<file path="config.mk">
export PLATFORM = sky130hd
export DESIGN_NAME = instr_encoder_loader
export DESIGN_NICKNAME = d
export VERILOG_FILES = /design/src/rtl/instr_encoder_loader.sv
export SDC_FILE = /design/constraint.sdc
export NUM_CORES = 1
export LEC_CHECK = 0
export BUFFER_PORTS_ARGS = -buffer_cell sky130_fd_sc_hd__clkbuf_2
export CAP_MARGIN = 0
export CORE_UTILIZATION = 40
export CTS_CLUSTER_SIZE = 30
export DETAILED_ROUTE_END_ITERATION = 10
export PLACE_DENSITY = 0.67
export SLEW_MARGIN = 20
export SYNTH_ARGS = -nofsm -noshare
export SYNTH_HDL_FRONTEND = slang
export SYNTH_SLANG_ARGS = --single-unit
</file>
<file path="constraint.sdc">
create_clock -name clk -period 2.1 [get_ports clk]
set_clock_uncertainty 0.2 [all_clocks]
set_input_delay 0.42 -clock clk [delete_from_list [all_inputs] [get_ports clk]]
set_output_delay 0.42 -clock clk [all_outputs]
set_load 0.01 [all_outputs]
</file>
<file path="src/rtl/instr_encoder_loader.sv">
// instr_encoder_loader
//   Takes decoded instruction fields over a valid/ready handshake and packs
//   each set into the processor's 16-bit instruction format. It then writes
//   the words into instruction memory at consecutive (wrapping) addresses.
//   The processor is held in reset until the programmed word count has been
//   written.
//
// Optional build macro: INSTR_LOADER_CHECKSUM_EN adds the checksum output,
//   which is the XOR of every word written in the current session.
//
// Ports
//   clk, reset            clock, asynchronous active-low reset
//   start                 one-cycle pulse, begins a load session (ignored in LOAD)
//   start_addr            first instruction memory address of the session
//   prog_len              words to write, 0..32 (larger values saturate to 32)
//   fld_valid/fld_ready   field-set handshake
//   fld_opcode..offset    decoded fields to encode
//   im_wr_en/addr/data    instruction memory write port
//   cpu_rst_n             active-low processor reset, high only in DONE
//   done                  one-cycle pulse on the first DONE cycle
//   words_left            words still to be accepted in this session
//   checksum              (macro only) running XOR of written words
//
// state | meaning
// ------+-------------------------------------------------------------
// IDLE  | after reset, processor held in reset, waiting for start
// LOAD  | accepting field sets until words_left reaches zero
// DONE  | load complete, processor released, start begins a new session
module instr_encoder_loader #(
  parameter int INSTRUCTION_LEN      = 16,
  parameter int INSTRUCTION_MEM_SIZE = 5
) (
  input  logic                            clk,
  input  logic                            reset,
  input  logic                            start,
  input  logic [INSTRUCTION_MEM_SIZE-1:0] start_addr,
  input  logic [INSTRUCTION_MEM_SIZE:0]   prog_len,
  input  logic                            fld_valid,
  output logic                            fld_ready,
  input  logic [1:0]                      fld_opcode,
  input  logic [1:0]                      fld_alu_op,
  input  logic [3:0]                      fld_rd,
  input  logic [3:0]                      fld_rs1,
  input  logic [3:0]                      fld_rs2,
  input  logic [3:0]                      fld_offset,
  output logic                            im_wr_en,
  output logic [INSTRUCTION_MEM_SIZE-1:0] im_wr_addr,
  output logic [INSTRUCTION_LEN-1:0]      im_wr_data,
  output logic                            cpu_rst_n,
  output logic                            done,
  output logic [INSTRUCTION_MEM_SIZE:0]   words_left
`ifdef INSTR_LOADER_CHECKSUM_EN
  ,
  output logic [INSTRUCTION_LEN-1:0]      checksum
`endif
);

  localparam int CNT_W = INSTRUCTION_MEM_SIZE + 1;
  localparam logic [CNT_W-1:0] MAX_WORDS = CNT_W'(1) << INSTRUCTION_MEM_SIZE;

  typedef enum logic [1:0] {
    S_IDLE = 2'd0,
    S_LOAD = 2'd1,
    S_DONE = 2'd2
  } state_t;

  localparam logic [1:0] OP_R_FORMAT = 2'd0;
  localparam logic [1:0] OP_BEQ      = 2'd1;
  localparam logic [1:0] OP_LD       = 2'd2;

  state_t                          state_q;
  state_t                          state_d;
  logic [INSTRUCTION_MEM_SIZE-1:0] wr_ptr;
  logic [CNT_W-1:0]                sat_len;
  logic [INSTRUCTION_LEN-1:0]      enc_word;
  logic                            start_accept;
  logic                            xfer;

  // start is only honoured outside LOAD so a session cannot be cut short
  assign start_accept = start && (state_q != S_LOAD);
  assign sat_len      = (prog_len > MAX_WORDS) ? MAX_WORDS : prog_len;
  assign fld_ready    = (state_q == S_LOAD) && (words_left != '0);
  assign xfer         = fld_valid && fld_ready;
  assign cpu_rst_n    = (state_q == S_DONE);

  // opcode and alu_op always occupy the top nibble; the low 12 bits depend on format
  always_comb begin
    enc_word = '0;
    case (fld_opcode)
      OP_R_FORMAT: enc_word = {fld_opcode, fld_alu_op, fld_rd,     fld_rs1,    fld_rs2};
      OP_BEQ:      enc_word = {fld_opcode, fld_alu_op, fld_offset, fld_rs1,    fld_rs2};
      OP_LD:       enc_word = {fld_opcode, fld_alu_op, fld_rd,     fld_offset, fld_rs1};
      default:     enc_word = {fld_opcode, fld_alu_op, fld_offset, fld_rs1,    fld_rs2};
    endcase
  end

  // LOAD exits one cycle after words_left hits zero, so the last write is
  // already on the bus when cpu_rst_n rises.
  always_comb begin
    state_d = state_q;
    case (state_q)
      S_IDLE:  if (start)              state_d = S_LOAD;
      S_LOAD:  if (words_left == '0)   state_d = S_DONE;
      S_DONE:  if (start)              state_d = S_LOAD;
      default:                         state_d = S_IDLE;
    endcase
  end

  always_ff @(posedge clk or negedge reset) begin
    if (!reset) begin
      state_q    <= S_IDLE;
      wr_ptr     <= '0;
      words_left <= '0;
      im_wr_en   <= 1'b0;
      im_wr_addr <= '0;
      im_wr_data <= '0;
      done       <= 1'b0;
    end else begin
      state_q  <= state_d;
      im_wr_en <= xfer;
      done     <= (state_q == S_LOAD) && (state_d == S_DONE);
      if (start_accept) begin
        wr_ptr     <= start_addr;
        words_left <= sat_len;
      end else if (xfer) begin
        im_wr_addr <= wr_ptr;
        im_wr_data <= enc_word;
        wr_ptr     <= wr_ptr + INSTRUCTION_MEM_SIZE'(1);
        words_left <= words_left - CNT_W'(1);
      end
    end
  end

`ifdef INSTR_LOADER_CHECKSUM_EN
  always_ff @(posedge clk or negedge reset) begin
    if (!reset) begin
      checksum <= '0;
    end else if (start_accept) begin
      checksum <= '0;
    end else if (xfer) begin
      checksum <= checksum ^ enc_word;
    end
  end
`endif

endmodule
</file>
==> results of run 1 <==
==> kinds of logic after synthesis <==
group,after synthesis,share of synthesized area [%]
and+or+nand+nor,38,11.4
xor gates and xnor gates,2,1.02
muxes,27,16.4
buffers and inverters,13,3.85
DFF,36,52.4
AOI/OAI and AO/OA,35,13.5
adders and majority gates,2,1.45
==> cell usage after synthesis, drive strengths merged, types with 2 or more instances <==
| master | count |
|---|---|
| a211oi | 2 |
| mux2i | 18 |
| o211ai | 4 |
| or3 | 2 |
| a22o | 2 |
| o21bai | 2 |
| inv | 5 |
| dfrtp | 36 |
| a21oi | 18 |
| clkbuf | 2 |
| nand2b | 2 |
| nand4 | 3 |
| nor2 | 17 |
| mux2 | 9 |
| a21boi | 2 |
| xnor2 | 2 |
| nor2b | 3 |
| buf | 6 |
| ha | 2 |
| nor3 | 5 |
==> power by group <==
part / switching [W] / internal [W]
clock: 0.000227 / 0.000225
combinational: 0.000733 / 0.000698
sequential: 0.000247 / 0.00103
total: 0.00121 / 0.00195
==> metal layers <==
| metal | vias up | global-route usage, % | wire, um |
|---|---|---|---|
| li1 | 688 | - | - |
| met1 | 658 | 22.6 | 1590 |
| met2 | 62 | 29.3 | 1770 |
| met3 | 7 | 6.76 | 298 |
| met4 | 0 | 7.98 | 76 |
| met5 | - | 0 | 0 |
==> cell type report <==
| type | count | share of cell area, % |
|---|---|---|
| inverter | 5 | 0.846 |
| timing repair buffer | 74 | 17.8 |
| clock inverter | 1 | 0.225 |
| multi-input combinational | 104 | 34.4 |
| sequential | 36 | 40.6 |
| clock buffer | 6 | 3.27 |
| tap | 50 | 2.82 |
==> path summary, 6_finish.rpt <==
check	from	endpoint	slack [ps]	depth (start not counted)
min reg2reg	state_q[0]$_DFF_PN0_	state_q[0]$_DFF_PN0_	280	1
max	words_left[2]$_DFFE_PN0P_	fld_ready	90	3
min	prog_len[3]	words_left[3]$_DFFE_PN0P_	160	2
max reg2reg	words_left[1]$_DFFE_PN0P_	im_wr_addr[4]$_DFFE_PN0P_	240	6
min in group asynchronous	reset	done$_DFF_PN0_	490	2
max in group asynchronous	reset	words_left[1]$_DFFE_PN0P_	660	3
==> flip-flops by register name (all words and copies together) (netlist names) <==
signal,flops
done,1
words_left,6
state_q,2
im_wr_data,16
wr_ptr,5
im_wr_addr,5
im_wr_en,1
==> layout by cell type (no fill, tap or decap), drive strengths merged, types with 2 or more instances in the layout <==
cell	n
nand4	3
o211ai	4
buf	8
a21oi	18
nor2b	3
a211oi	2
mux2	9
nor2	17
or3	2
nor3	5
dfrtp	36
xnor2	2
o21bai	2
a22o	2
a21boi	2
mux2i	18
clkbuf	71
ha	2
inv	5
nand2b	2
==> stage by stage <==
stage	cell area [sq um]	total power, W	cells	util (%)	hold WS (ps)
after global routing	2220	0.00342	276	54.7	150
after detailed placement	2100	0.00266	265	51.7	277
final	2220	0.00316	276	54.7	160
after CTS	2200	0.00317	275	54.3	155
after global placement	2100	0.00263	265	51.7	278
after floorplan	1720	0.00215	153	-	-75.6
==> repair_timing <==
action | 4_1_cts | 5_1_grt
buffers inserted | 2 | 1
endpoints found under the hold margin | 24 | 0
setup endpoints to repair | 1 | 1
hold buffers | 1 | 0
gates resized for setup | 1 | 2
==> worst max-delay path, cell delays in order, from the launching register on <==
cell	delay, ps
dfrtp_1	470
nor3_2	390
a21oi_2	110
clkbuf_2	140
==> flow_summary.yaml, run 1 <==
layout:
  n_antenna_cell: 0
  nNetsFinal: 263
  drive_gt1_share_pct: 41.6
  regArea_sq_um: 901
  area_growth_pct: 29.0
  multiInputGateArea_sq_um: 764
  nFillCells: 369
logic_synthesis:
  synth_edf_count: 0
  synth.area.top_cells: "dfrtp_1 (52%), mux2i_1 (10%), mux2_2 (5.9%), a21oi_1 (5.2%), nor2_1 (3.7%)"
  avgSynthCellArea_sq_um: 11.2
  ys_async_sr_fraction_pct: 100
  ys_seq_area_share_pct: 52.4
  synth.largest_area_cell: "dfrtp_1"
  synth_cells: 153
  netlist_area_sq_um: 1720
  yosysWarnings: 0
  synth_ff_type: "dfrtp_1"
  ys_seq_elements: 36
  mappedNetlistNets: 190
  synth_top_area_share_pct: 52.4
  synth_cell_types: 36
global_routing:
  grt.total_usage_pct: 18.6
  grt_start_max_net_pins: 27
  grt_pass1_wl_um: 6130
  antenna_found_initial: 0
  grt_pass1_vias: 1362
  grt-ovfl-total: 0
sta:
  setup_ws_ps: 88.5
  setup_viol: 0
  final.min_clock_period_ps: 2010
  finalCritPeriodShare_pct: 95.8
  fmax_mhz: 497
  hold_viol: 0
  rsz0062_at_grt: "no"
  worstMarginPinSlew_ps: 639
  drv_slew: 0
  tns_ps: 0
  relSlewSlack_pct: 57.4
detailed_routing:
  drtIter0Drc: 93
  remaining_drc_errors: 0
  dr.pass1.iters: 4
  via_count: 1415
  ant_nets: 0
  wl_um: 3730
  routedWlPerCell_um: 13.5
  drt-vias-per-instance: 5.13
clock_network:
  clk_latency_ps: 280
  clk_pin_slew_worst_paths_ps: 70
  cts_made_buffers: 5
  htreeDepth: 2
  clock-root-buffer: "clkbuf_8"
  clock_path_buffers: 2
  cts_sinks: 36
  tritoncts: "done"
placed_design:
  port_buffers: 65
  dp_slack_ps: 119
  place_congestion: 0.837
  hpwl_um: 2790
setup_path:
  start_kind: "flip-flop"
  cp_max_fo: 6
  criticalPathCategory: "reg -> out"
  cp.required_ps: 1480
  cp-end-kind: "output port"
  crit_arrival_ps: 1390
pwr:
  max-vdd-ir-drop_mv: 0.585
  leakage_nw: 1.13
  powerDensity_nw_per_um2: 1420
die:
  die_h_um: 67.6
  die_x_um: 67.6
  num_io_pins: 66
  start_util_pct: 42.4
  core_sq_um: 4060
  dieArea_sq_um: 4570
  rows: 23
flow_run:
  max_cap_viol_count: 0
run_status:
  status: "completed"
hold_path:
  min_path_type: "in -> reg"
Power figures use the tool's default switching activity.
==> run 2: changes to the inputs <==
Settings changed: SETUP_SLACK_MARGIN set to 0.4.
==> flow_summary.yaml, run 2 (synthesized netlist as in run 1, its figures left out) <==
setup_path:
  reg2reg_from: "words_left[4]$_DFFE_PN0P_"
  cp_max_fo: 2
  critPathMaxStageDelay_ps: 410
  start_kind: "flip-flop"
  criticalPathCategory: "reg -> out"
  r2r_cells: 7
  rrSetupSlack_ps: 280
  crit_chain: "inv_2 > ha_4 > nor2b_4 > a21oi_2 > clkbuf_2"
  cp.required_ps: 1480
  crit_arrival_ps: 1260
  slowest_stage: "dfrtp_2"
  cp-end-kind: "output port"
  reg2reg_to: "wr_ptr[2]$_DFFE_PN0P_"
placed_design:
  hpwl_um: 2700
  place_congestion: 0.808
  port_buffers: 65
clock_network:
  cts_sinks: 36
  htreeDepth: 2
  cts_made_buffers: 5
  tritoncts: "done"
  clk_latency_ps: 280
  clock_path_buffers: 2
  clock-root-buffer: "clkbuf_8"
  clk_pin_slew_worst_paths_ps: 70
sta:
  fmax_mhz: 531
  hold_viol: 0
  worstMarginPinSlew_ps: 469
  drv_slew: 0
  rsz0062_at_grt: "yes"
  final.min_clock_period_ps: 1880
  finalCritPeriodShare_pct: 89.6
  tns_ps: 0
  setup_viol: 0
  relSlewSlack_pct: 68.8
pwr:
  max-vdd-ir-drop_mv: 0.608
  leakage_nw: 1.27
  clockPowerShare_pct: 13.1
  swShare_pct: 36.0
  internal_power_w: 0.00239
  p_seq_share_pct: 34.7
  powerDensity_nw_per_um2: 1480
  switchingPower_w: 0.00135
  combPwrFrac_pct: 52.3
die:
  dieArea_sq_um: 4570
  die_x_um: 67.6
  die_h_um: 67.6
  start_util_pct: 42.4
  core_sq_um: 4060
  num_io_pins: 66
  rows: 23
layout:
  largest_reg_flops: 16
  final_util_pct: 62.3
  nFillCells: 343
  drive_gt1_share_pct: 49.6
  nNetsFinal: 274
  area_growth_pct: 46.8
  final_common_cell: "clkbuf_2"
  n_antenna_cell: 0
  final_cell_mix: "clkbuf_2 (64), dfrtp_1 (32), mux2i_1 (18)"
  regMostFlops: "im_wr_data"
  largestRegisters: "im_wr_data: 16 flops, words_left: 6 flops"
detailed_routing:
  drt-vias-per-instance: 5.08
  via_count: 1462
  remaining_drc_errors: 0
  routedWlPerCell_um: 13.9
  dr_wl_met2_um: 2000
  wl_met1_um: 1790
  drtIter0Drc: 42
  met3WireLength_um: 193
  top_layer_used: "met4"
  dr.pass1.iters: 4
  wl_um: 4020
  ant_nets: 0
hold_path:
  hold_end: "words_left[3]$_DFFE_PN0P_"
  min_path_type: "in -> reg"
  hp-start: "prog_len[3]"
  min_path_cells: 2
global_routing:
  antenna_found_initial: 0
  grt_pass1_wl_um: 6420
  grt_pass1_vias: 1441
  grt_start_max_net_pins: 37
  grt.total_usage_pct: 19.1
  grt-ovfl-total: 0
run_status:
  status: "completed"
flow_run:
  max_cap_viol_count: 0
## run 2: cell types whose count changed in the layout (fill, tap and decap cells not counted), sizes merged
cell    before  now
clkinv       1    0
clkbuf      71   73
buf          8   19
## run 2: per-layer routing
| layer | vias up | track usage (%) |
|---|---|---|
| li1 | 711 | - |
| met1 | 710 | 23.3 |
| met2 | 39 | 32.4 |
| met3 | 2 | 5.57 |
| met4 | 0 | 5.59 |
| met5 | - | 0 |
## run 2: worst max path at each step
stage | start | to | slack [ps] | cells after the start
6_report | words_left[0]$_DFFE_PN0P_ | fld_ready | 220 | 5
5_1_grt | words_left[0]$_DFFE_PN0P_ | fld_ready | 150 | 5
2_1_floorplan | words_left[1]$_DFFE_PN0P_ | im_wr_addr[0]$_DFFE_PN0P_ | 310 | 6
3_3_place_gp | fld_valid | im_wr_addr[4]$_DFFE_PN0P_ | 250 | 5
4_1_cts | words_left[0]$_DFFE_PN0P_ | fld_ready | 220 | 5
3_5_place_dp | fld_valid | im_wr_data[10]$_DFFE_PN0P_ | 230 | 7
## run 2: cell type report
| class | count | area [sq um] | share of cell area (%) |
|---|---|---|---|
| Clock buffer | 8 | 90.1 | 3.57 |
| Inverter | 5 | 18.8 | 0.743 |
| Multi-Input combinational cell | 104 | 846 | 33.5 |
| Sequential cell | 36 | 906 | 35.9 |
| Tap cell | 50 | 62.6 | 2.48 |
| Timing Repair Buffer | 85 | 603 | 23.9 |
## run 2: what timing repair did
item                                   CTS  global route
gates cloned                             2             1
hold buffers                             1             0
endpoints found under the hold margin   36             0
pin swaps                                8             1
setup buffers                           12             0
setup endpoints to repair               25            30
resized for setup                       14            10
## run 2: worst max-delay path: cells and delay by family, from the launching register on
| family | cells | cell delay [ps] |
|---|---|---|
| fa+ha+maj | 1 | 130 |
| compound gates | 1 | 70 |
| flops | 1 | 410 |
| buf+inv | 2 | 200 |
| simple gates | 1 | 170 |
## run 2: metrics by stage
stage	area, sq um	std cells	setup WS [ps]	total power (W)	hold WS [ps]
after floorplan	1760	153	310	0.00224	-75.6
after CTS	2460	287	219	0.00365	166
after global routing	2530	288	145	0.00401	156
after global placement	2160	264	254	0.00274	201
after detailed placement	2160	264	233	0.00277	201
final	2530	288	218	0.00374	167
## run 2: power groups by stage
stage | Combinational, W | Sequential, W | Clock (W)
2_1_floorplan | 0.000845 | 0.00140 | 0
3_3_place_gp | 0.00141 | 0.00132 | 0
3_5_place_dp | 0.00145 | 0.00132 | 0
4_1_cts | 0.00184 | 0.00130 | 0.000506
5_1_grt | 0.00212 | 0.00134 | 0.000543
6_report | 0.00196 | 0.00130 | 0.000488
==> run 3: changes to the inputs <==
Clock period 2.1 ns to 2.05 ns, I/O delays scaled along.
==> flow_summary.yaml, run 3 (synthesized netlist as in run 1, its figures left out) <==
sta:
  worstMarginPinSlew_ps: 493
  finalCritPeriodShare_pct: 92.5
  setup_ws_ps: 154
  tns_ps: 0
  relSlewSlack_pct: 67.2
  hold_ws_ps: 151
  drv_slew: 0
  hold_viol: 0
  final.min_clock_period_ps: 1900
  fmax_mhz: 527
  rsz0062_at_grt: "yes"
  setup_viol: 0
die:
  rows: 23
  die_h_um: 67.6
  num_io_pins: 66
  core_sq_um: 4060
  dieArea_sq_um: 4570
  start_util_pct: 42.4
  die_x_um: 67.6
setup_path:
  cp_max_fo: 2
  crit_arrival_ps: 1290
  crit_path_start: "words_left[0]$_DFFE_PN0P_"
  reg2reg_from: "words_left[4]$_DFFE_PN0P_"
  start_kind: "flip-flop"
  cp-end-kind: "output port"
  critPathMaxStageDelay_ps: 410
  crit_chain: "inv_2 > ha_4 > nor2b_4 > a21oi_2 > buf_2"
  cp-endpoint: "fld_ready"
  cp_num_buf_inv: 2
  cp.depth: 5
  rrSetupSlack_ps: 160
  cp.required_ps: 1440
  r2r_cells: 7
  criticalPathCategory: "reg -> out"
  reg2reg_to: "wr_ptr[2]$_DFFE_PN0P_"
  slowest_stage: "dfrtp_2"
  cpLargestDelayFamily: "flip-flops"
placed_design:
  place_congestion: 0.777
  port_buffers: 65
  hpwl_um: 2600
  dp_slack_ps: 209
detailed_routing:
  routedWlPerCell_um: 15.5
  wl_um: 4560
  via_count: 1551
  drtIter0Drc: 58
  remaining_drc_errors: 0
  dr.pass1.iters: 4
  drt-vias-per-instance: 5.28
  ant_nets: 0
global_routing:
  grt_start_max_net_pins: 37
  grt-ovfl-total: 0
  grt.total_usage_pct: 19.8
  antenna_found_initial: 0
  grt_pass1_vias: 1432
  grt_pass1_wl_um: 6580
layout:
  area_growth_pct: 58.3
  regMostFlops: "im_wr_data"
  drive_gt1_share_pct: 57.8
  final_common_cell: "clkbuf_2"
  nFillCells: 307
  largest_reg_flops: 16
  nNetsFinal: 280
  final_cell_mix: "clkbuf_2 (64), dfrtp_1 (31), mux2i_1 (18)"
  final_util_pct: 67.1
  n_antenna_cell: 0
  largestRegisters: "im_wr_data: 16 flops, words_left: 6 flops"
clock_network:
  tritoncts: "done"
  htreeDepth: 2
  cts_sinks: 36
  clk_pin_slew_worst_paths_ps: 70
  clk_latency_ps: 280
  clock-root-buffer: "clkbuf_8"
  clock_path_buffers: 2
  cts_made_buffers: 5
hold_path:
  min_path_type: "in -> reg"
run_status:
  status: "completed"
pwr:
  leakage_nw: 1.33
  powerDensity_nw_per_um2: 1560
  max-vdd-ir-drop_mv: 0.753
flow_run:
  max_cap_viol_count: 0
[run 3: report_power, final]
part / total [W] / internal (W) / switching (W)
sequential: 0.00138 / 0.00106 / 0.000322
clock: 0.000517 / 0.000274 / 0.000243
combinational: 0.00234 / 0.00131 / 0.00103
total: 0.00424 / 0.00264 / 0.00159
[run 3: how the worst min path moves through the flow]
stage,from,to,slack (ps),depth (start not counted)
floorplan,reset,done$_DFF_PN0_,-90,0
global placement,reset,done$_DFF_PN0_,280,2
detailed placement,state_q[0]$_DFF_PN0_,state_q[0]$_DFF_PN0_,270,1
CTS,start_addr[0],wr_ptr[0]$_DFFE_PN0P_,140,3
global route,prog_len[2],words_left[2]$_DFFE_PN0P_,150,2
finish,prog_len[3],words_left[3]$_DFFE_PN0P_,150,2
[run 3: routing by layer]
metal	wire, um	track usage [%]
met1	1930	23.9
met2	2340	33.9
met3	260	4.73
met4	31	7.18
met5	0	0
[run 3: worst reg2reg max path: stages (launching register included)]
cell and delay [ps]:
dfrtp_2 440, nor3_4 260, buf_6 150, a21boi_4 80, buf_12 150, buf_16 140, a21bo_2 210, a31oi_1 190
[run 3: layout make-up]
type / count / area, sq um / area share, %
multi-input combinational: 104 / 948 / 34.8
sequential: 36 / 907 / 33.3
timing repair buffer: 91 / 696 / 25.6
clock buffer: 8 / 90.1 / 3.31
tap: 50 / 62.6 / 2.30
inverter: 5 / 18.8 / 0.689
[run 3: stage by stage]
stage | total power, W | cell area (sq um) | cells
floorplan | 0.00229 | 1760 | 153
global placement | 0.00280 | 2150 | 264
detailed placement | 0.00282 | 2150 | 264
CTS | 0.00383 | 2510 | 287
global route | 0.00449 | 2720 | 294
finish | 0.00424 | 2720 | 294
[run 3: timing repair]
item | 4_1_cts | 5_1_grt
endpoints found under the setup margin | 20 | 34
endpoints found under the hold margin | 36 | 0
pin swaps | 6 | 7
hold buffers | 1 | 0
cloned | 3 | 2
setup buffers | 11 | 5
gates resized for setup | 19 | 30
